--- config.mk ---
export PLATFORM = sky130hd
export DESIGN_NAME = operand_recover_flat
export DESIGN_NICKNAME = d
export VERILOG_FILES = /design/src/rtl/operand_recover_if.sv /design/src/rtl/operand_recover.sv /design/src/flat_wrapper.sv
export SDC_FILE = /design/constraint.sdc
export NUM_CORES = 1
export LEC_CHECK = 0
export ABC_AREA = 1
export CORE_MARGIN = 8
export CORE_UTILIZATION = 40
export CTS_BUF_LIST = sky130_fd_sc_hd__clkbuf_4 sky130_fd_sc_hd__clkbuf_8
export DETAILED_ROUTE_END_ITERATION = 10
export GPL_ROUTABILITY_DRIVEN = 0
export MAX_ROUTING_LAYER = met4
export PLACE_DENSITY = 0.76
export SYNTH_ARGS = -nofsm -noshare
export SYNTH_HDL_FRONTEND = slang
export SYNTH_SLANG_ARGS = --single-unit
--- constraint.sdc ---
create_clock -name clk -period 2.3 [get_ports clk]
set_clock_uncertainty 0.05 [all_clocks]
set_input_delay 0.46 -clock clk [delete_from_list [all_inputs] [get_ports clk]]
set_output_delay 0.46 -clock clk [all_outputs]
set_load 0.02 [all_outputs]
--- src/rtl/operand_recover_if.sv ---
// operand_recover_if: handshake and status bundle for operand_recover.
//   Upstream side  : in_valid/in_ready, result_a (WIDTH), result_b (NARROW)
//   Downstream side: out_valid/out_ready, a_rec (WIDTH), mismatch
//   Error status   : err_cnt (CNT_W), err_sticky, clr (synchronous clear)
// The master modport is the environment and the slave modport is the recover stage.
interface operand_recover_if #(
  parameter int unsigned WIDTH  = 8,
  parameter int unsigned NARROW = 7,
  parameter int unsigned CNT_W  = 8
);
  logic              in_valid;
  logic              in_ready;
  logic [WIDTH-1:0]  result_a;
  logic [NARROW-1:0] result_b;
  logic              out_valid;
  logic              out_ready;
  logic [WIDTH-1:0]  a_rec;
  logic              mismatch;
  logic [CNT_W-1:0]  err_cnt;
  logic              err_sticky;
  logic              clr;

  modport master (
    output in_valid, result_a, result_b, out_ready, clr,
    input  in_ready, out_valid, a_rec, mismatch, err_cnt, err_sticky
  );

  modport slave (
    input  in_valid, result_a, result_b, out_ready, clr,
    output in_ready, out_valid, a_rec, mismatch, err_cnt, err_sticky
  );
endinterface

--- src/rtl/operand_recover.sv ---
// operand_recover: two-stage registered inverse of the wide/narrow incrementer pair.
// Recovers a_rec = result_a - 1 and b_rec = result_b - 1, and flags beats whose low
// NARROW bits disagree. It also keeps a saturating count and a sticky flag of the
// mismatching beats that are delivered.
//   clk   : rising-edge clock
//   rst_n : asynchronous active-low reset
//   bus   : operand_recover_if.slave (in/out handshakes, data, error status, clr)
module operand_recover #(
  parameter int unsigned WIDTH  = 8,
  parameter int unsigned NARROW = 7,
  parameter int unsigned CNT_W  = 8
) (
  input logic               clk,
  input logic               rst_n,
  operand_recover_if.slave  bus
);

  // Stage 1: raw incremented values
  logic              r_s1_valid;
  logic [WIDTH-1:0]  r_s1_a;
  logic [NARROW-1:0] r_s1_b;

  // Stage 2: recovered operand and cross-check result
  logic              r_s2_valid;
  logic [WIDTH-1:0]  r_s2_a;
  logic              r_s2_mismatch;

  // Error accounting
  logic [CNT_W-1:0]  r_err_cnt;
  logic              r_err_sticky;

  logic              w_s2_ready;
  logic              w_s1_ready;
  logic              w_in_xfer;
  logic              w_s1_to_s2;
  logic              w_out_xfer;
  logic [WIDTH-1:0]  w_a_rec;
  logic [NARROW-1:0] w_b_rec;
  logic              w_mismatch;

  // A stage can take new data when empty or when its contents leave this cycle.
  assign w_s2_ready = !r_s2_valid || bus.out_ready;
  assign w_s1_ready = !r_s1_valid || w_s2_ready;
  assign w_in_xfer  = bus.in_valid && w_s1_ready;
  assign w_s1_to_s2 = r_s1_valid && w_s2_ready;
  assign w_out_xfer = r_s2_valid && bus.out_ready;

  // Subtraction wraps naturally: 0 recovers to all-ones.
  assign w_a_rec    = r_s1_a - WIDTH'(1);
  assign w_b_rec    = r_s1_b - NARROW'(1);
  assign w_mismatch = (w_a_rec[NARROW-1:0] != w_b_rec);

  always_ff @(posedge clk or negedge rst_n) begin
    if (!rst_n) begin
      r_s1_valid <= 1'b0;
      r_s1_a     <= '0;
      r_s1_b     <= '0;
    end else begin
      // When S1 is ready its contents have either moved on or it was empty.
      if (w_s1_ready) begin
        r_s1_valid <= bus.in_valid;
      end
      if (w_in_xfer) begin
        r_s1_a <= bus.result_a;
        r_s1_b <= bus.result_b;
      end
    end
  end

  always_ff @(posedge clk or negedge rst_n) begin
    if (!rst_n) begin
      r_s2_valid    <= 1'b0;
      r_s2_a        <= '0;
      r_s2_mismatch <= 1'b0;
    end else begin
      if (w_s2_ready) begin
        r_s2_valid <= r_s1_valid;
      end
      if (w_s1_to_s2) begin
        r_s2_a        <= w_a_rec;
        r_s2_mismatch <= w_mismatch;
      end
    end
  end

  // clr takes priority over a counting transfer in the same cycle.
  always_ff @(posedge clk or negedge rst_n) begin
    if (!rst_n) begin
      r_err_cnt    <= '0;
      r_err_sticky <= 1'b0;
    end else if (bus.clr) begin
      r_err_cnt    <= '0;
      r_err_sticky <= 1'b0;
    end else if (w_out_xfer && r_s2_mismatch) begin
      r_err_sticky <= 1'b1;
      if (!(&r_err_cnt)) begin
        r_err_cnt <= r_err_cnt + CNT_W'(1);
      end
    end
  end

  assign bus.in_ready   = w_s1_ready;
  assign bus.out_valid  = r_s2_valid;
  assign bus.a_rec      = r_s2_a;
  assign bus.mismatch   = r_s2_mismatch;
  assign bus.err_cnt    = r_err_cnt;
  assign bus.err_sticky = r_err_sticky;

endmodule

--- src/flat_wrapper.sv ---
// flat-port wrapper written by rule: the top's interface ports become plain ports
module operand_recover_flat 
#(
  parameter int unsigned WIDTH  = 8,
  parameter int unsigned NARROW = 7,
  parameter int unsigned CNT_W  = 8
)
  (clk, rst_n, bus_in_valid, bus_result_a, bus_result_b, bus_out_ready, bus_clr, bus_in_ready, bus_out_valid, bus_a_rec, bus_mismatch, bus_err_cnt, bus_err_sticky);
  operand_recover_if #(.WIDTH(WIDTH), .NARROW(NARROW), .CNT_W(CNT_W)) bus_i ();
  input logic clk;
  input logic rst_n;
  input wire logic [$bits(bus_i.in_valid)-1:0] bus_in_valid;
  input wire logic [$bits(bus_i.result_a)-1:0] bus_result_a;
  input wire logic [$bits(bus_i.result_b)-1:0] bus_result_b;
  input wire logic [$bits(bus_i.out_ready)-1:0] bus_out_ready;
  input wire logic [$bits(bus_i.clr)-1:0] bus_clr;
  output wire logic [$bits(bus_i.in_ready)-1:0] bus_in_ready;
  output wire logic [$bits(bus_i.out_valid)-1:0] bus_out_valid;
  output wire logic [$bits(bus_i.a_rec)-1:0] bus_a_rec;
  output wire logic [$bits(bus_i.mismatch)-1:0] bus_mismatch;
  output wire logic [$bits(bus_i.err_cnt)-1:0] bus_err_cnt;
  output wire logic [$bits(bus_i.err_sticky)-1:0] bus_err_sticky;
  assign bus_i.in_valid = bus_in_valid;
  assign bus_i.result_a = bus_result_a;
  assign bus_i.result_b = bus_result_b;
  assign bus_i.out_ready = bus_out_ready;
  assign bus_i.clr = bus_clr;
  assign bus_in_ready = bus_i.in_ready;
  assign bus_out_valid = bus_i.out_valid;
  assign bus_a_rec = bus_i.a_rec;
  assign bus_mismatch = bus_i.mismatch;
  assign bus_err_cnt = bus_i.err_cnt;
  assign bus_err_sticky = bus_i.err_sticky;
  operand_recover #(.WIDTH(WIDTH), .NARROW(NARROW), .CNT_W(CNT_W)) u_core (.clk(clk), .rst_n(rst_n), .bus(bus_i));
endmodule
==> results.sh <==
export IMPL_status="finished, final reports clean"
export IMPL_crit_path_max_fanout=5
export IMPL_ys_seq_elements=35
export IMPL_rsz0062_at_grt="no"
export IMPL_drcViolationCount=0
export IMPL_coreArea_um2=4630
export IMPL_cts_buffers=5
export IMPL_critical_path_arrival_ns=1.42
export IMPL_clk_path_buf_depth=2
export IMPL_hold_start="u_core.bus.a_rec[1]$_DFFE_PN0P_"
export IMPL_cp_num_buf_inv=1
export IMPL_r2r_end="u_core.bus.mismatch$_DFFE_PN0P_"
export IMPL_initial_core_util_pct=40.5
export IMPL_async_flop_share_pct=100
export IMPL_antenna_found_initial=0
export IMPL_layout_drive_gt1_share_pct=11.2
export IMPL_netlist_instances=237
export IMPL_grt_pass1_wl_um=6860
export IMPL_finalWorstSetupSlack_ns=0.374
export IMPL_synth_ff_type="dfrtp_1"
export IMPL_period_needed_ns=1.93
export IMPL_whs_ns=0.430
export IMPL_die_area_um2=7140
export IMPL_ir_drop_mv=0.279
export IMPL_synth_edf_count=0
export IMPL_clk_latency_ns=0.28
export IMPL_critPathCaptureType="output port"
export IMPL_ff2ff_path_depth=13
export IMPL_drtIter0Drc=82
export IMPL_routed_via_density=4.76
export IMPL_power_density_nw_per_um2=726
export IMPL_ant_nets=0
export IMPL_met1_usage_pct=13.2
export IMPL_diodes=0
export IMPL_use_met2_pct=20.5
export IMPL_vias=1620
export IMPL_slew_violations=0
export IMPL_setup_tns_final_ns=0
export IMPL_start_kind="register"
export IMPL_r2r_start="u_core.r_s1_b[0]$_DFFE_PN0P_"
export IMPL_max_cap_viol_count=0
export IMPL_syn_avg_cell_area_um2=7.91
export IMPL_grtUsageMet3_pct=2.93
export IMPL_post_cts_setup_buffers=0
export IMPL_clkTransAtPathRegs_ns=0.07
export IMPL_final_nets=308
export IMPL_rows=25
export IMPL_min_path_cells=2
export IMPL_root_buffer="clkbuf_8"
export IMPL_syn_cell_area_um2=1880
export IMPL_final_period_utilization_pct=83.7
export IMPL_min_to="u_core.bus.a_rec[1]$_DFFE_PN0P_"
export IMPL_max_stage_delay_ns=0.66
export IMPL_crit_family="buffers and inverters"
export IMPL_clock_fmax_mhz=519
export IMPL_p_leak_nw=1.14
export IMPL_firstDrtPassIters=4
export IMPL_grt_pass1_vias=1596
export IMPL_timing_reg2reg_setup_slack_ns=0.60
export IMPL_die_w_um=84.5
export IMPL_dp_hpwl_um=3150
export IMPL_busiest_layer="met2"
export IMPL_grt_max_degree=36
export IMPL_cts_htree_levels=2
export IMPL_worstMarginPinSlew_ns=0.447
export IMPL_finalSetupViolCount=0
export IMPL_cp_cell_sequence="clkdlybuf4s50_1"
export IMPL_routedWlPerCell_um=11.8
export IMPL_grt_overflow_total=0
export IMPL_track_usage_pct=12.2
export IMPL_holdCritPathClass="reg2reg"
export IMPL_syn_num_nets=260
export IMPL_post_place_ws_ns=0.0615
export IMPL_cpMaxStageDelayCell="clkdlybuf4s50_1"
export IMPL_ys_seq_area_share_pct=46.7
export IMPL_area_delta_synth_final_pct=30.4
export IMPL_slew_headroom_pct=70.2
export IMPL_yosys_warnings=0
export IMPL_yosysUniqueCellTypes=27
export IMPL_die_y_um=84.5
export IMPL_cts_sinks=35
export IMPL_cts_tree="done"
export IMPL_critical_path_class="reg2out"
export IMPL_ctsHoldBuffers=0
export IMPL_hold_viol=0
export IMPL_io_pins=40
export IMPL_required_ns=1.79
export IMPL_port_buffers=39
export IMPL_wl_um=4020
[final cells by class]
| class | count | area [um2] |
|---|---|---|
| clock buffer | 7 | 83.8 |
| sequential | 35 | 876 |
| inverter | 31 | 116 |
| tap | 54 | 67.6 |
| multi-input combinational | 167 | 858 |
| timing repair buffer | 45 | 438 |
| fill | 463 | 2180 |
| clock inverter | 1 | 5.00 |
[worst max path at each step]
stage / startpoint / endpoint / slack, ns / depth (start not counted)
2_1_floorplan: u_core.bus.out_valid$_DFFE_PN0P_ / u_core.r_s1_a[5]$_DFFE_PN0P_ / 0.67 / 4
3_3_place_gp: bus_out_ready / bus_in_ready / 0.05 / 4
3_5_place_dp: bus_out_ready / bus_in_ready / 0.06 / 4
4_1_cts: bus_out_ready / bus_in_ready / 0.05 / 4
5_1_grt: u_core.bus.out_valid$_DFFE_PN0P_ / bus_out_valid / 0.32 / 1
6_report: u_core.bus.out_valid$_DFFE_PN0P_ / bus_out_valid / 0.37 / 1
[layer usage]
layer / wire length (um) / part of all wire, %
met1: 1850 / 46
met2: 1960 / 49
met3: 167 / 4.2
met4: 36 / 0.90
met5: 0 / 0
[flip-flops by register name, indices dropped and copies added (netlist names)]
name	count
u_core.bus.a_rec	8
u_core.bus.err_sticky	1
u_core.bus.out_valid	1
u_core.r_s1_a	8
u_core.bus.err_cnt	8
u_core.r_s1_valid	1
u_core.r_s1_b	7
u_core.bus.mismatch	1
[through the flow]
step | util (%) | power [mW] | cells | area [um2]
floorplan | - | 1.12 | 237 | 1880
global placement | 50.8 | 1.33 | 332 | 2350
detailed placement | 50.8 | 1.35 | 332 | 2350
CTS | 52.8 | 1.80 | 340 | 2440
global route | 52.8 | 1.89 | 340 | 2440
finish | 52.8 | 1.77 | 340 | 2440
[cell usage in the layout (no fill, tap or decap)]
| master | netlist | layout |
|---|---|---|
| a21oi_1 | 15 | 15 |
| a21oi_4 | 2 | 2 |
| a31oi_1 | 2 | 2 |
| buf_4 | 2 | 6 |
| clkbuf_4 | 0 | 2 |
| clkbuf_8 | 0 | 5 |
| clkdlybuf4s50_1 | 0 | 38 |
| clkinv_2 | 0 | 1 |
| dfrtp_1 | 35 | 35 |
| dlymetal6s2s_1 | 0 | 1 |
| ha_1 | 3 | 3 |
| inv_1 | 27 | 27 |
| inv_2 | 4 | 4 |
| mux2_2 | 2 | 2 |
| nand2_1 | 61 | 61 |
| nand2_2 | 1 | 1 |
| nand3_1 | 11 | 11 |
| nand3_2 | 3 | 3 |
| nand4_1 | 5 | 5 |
| nor2_1 | 28 | 28 |
| nor2_2 | 3 | 3 |
| nor2_4 | 1 | 1 |
| nor3_1 | 1 | 1 |
| o2111ai_1 | 1 | 1 |
| o21a_1 | 1 | 1 |
| o21ai_0 | 14 | 14 |
| o21ai_1 | 3 | 3 |
| o21ai_2 | 1 | 1 |
| or2_2 | 1 | 1 |
| xnor2_1 | 2 | 2 |
| xor2_1 | 6 | 6 |
[cells in the mapped netlist (all sizes together), types with 2 or more instances]
master | number | area [um2]
nand2 | 62 | 235
dfrtp | 35 | 876
nor2 | 32 | 135
inv | 31 | 116
o21ai | 18 | 93.8
a21oi | 17 | 108
nand3 | 14 | 85.1
xor2 | 6 | 52.6
nand4 | 5 | 31.3
buf | 4 | 25.0
ha | 3 | 37.5
a31oi | 2 | 12.5
mux2 | 2 | 22.5
xnor2 | 2 | 17.5
[power by group]
| group | total, mW | switching, mW | internal, mW |
|---|---|---|---|
| registers | 0.785 | 0.0751 | 0.710 |
| clock network | 0.443 | 0.207 | 0.236 |
| logic | 0.546 | 0.301 | 0.245 |
[what timing repair did]
| item | in CTS | in global routing |
|---|---|---|
| setup endpoints to repair | 0 | 1 |
| resized for setup | 0 | 1 |
| hold endpoints to repair | 0 | 0 |
[worst min-delay path: stages, from the launching register on]
cell and delay (ns):
dfrtp_1 0.34, nand2_1 0.05, o21ai_0 0.05
[cell families after synthesis]
kind of cell | synth area share, %
muxes | 1.20
AOI/OAI and AO/OA | 12.3
and+or+nand+nor | 26.6
xor gates and xnor gates | 3.74
buffers and inverters | 7.54
adders and majority gates | 2.00
DFF | 46.7
(Power assumes the default switching activity.)
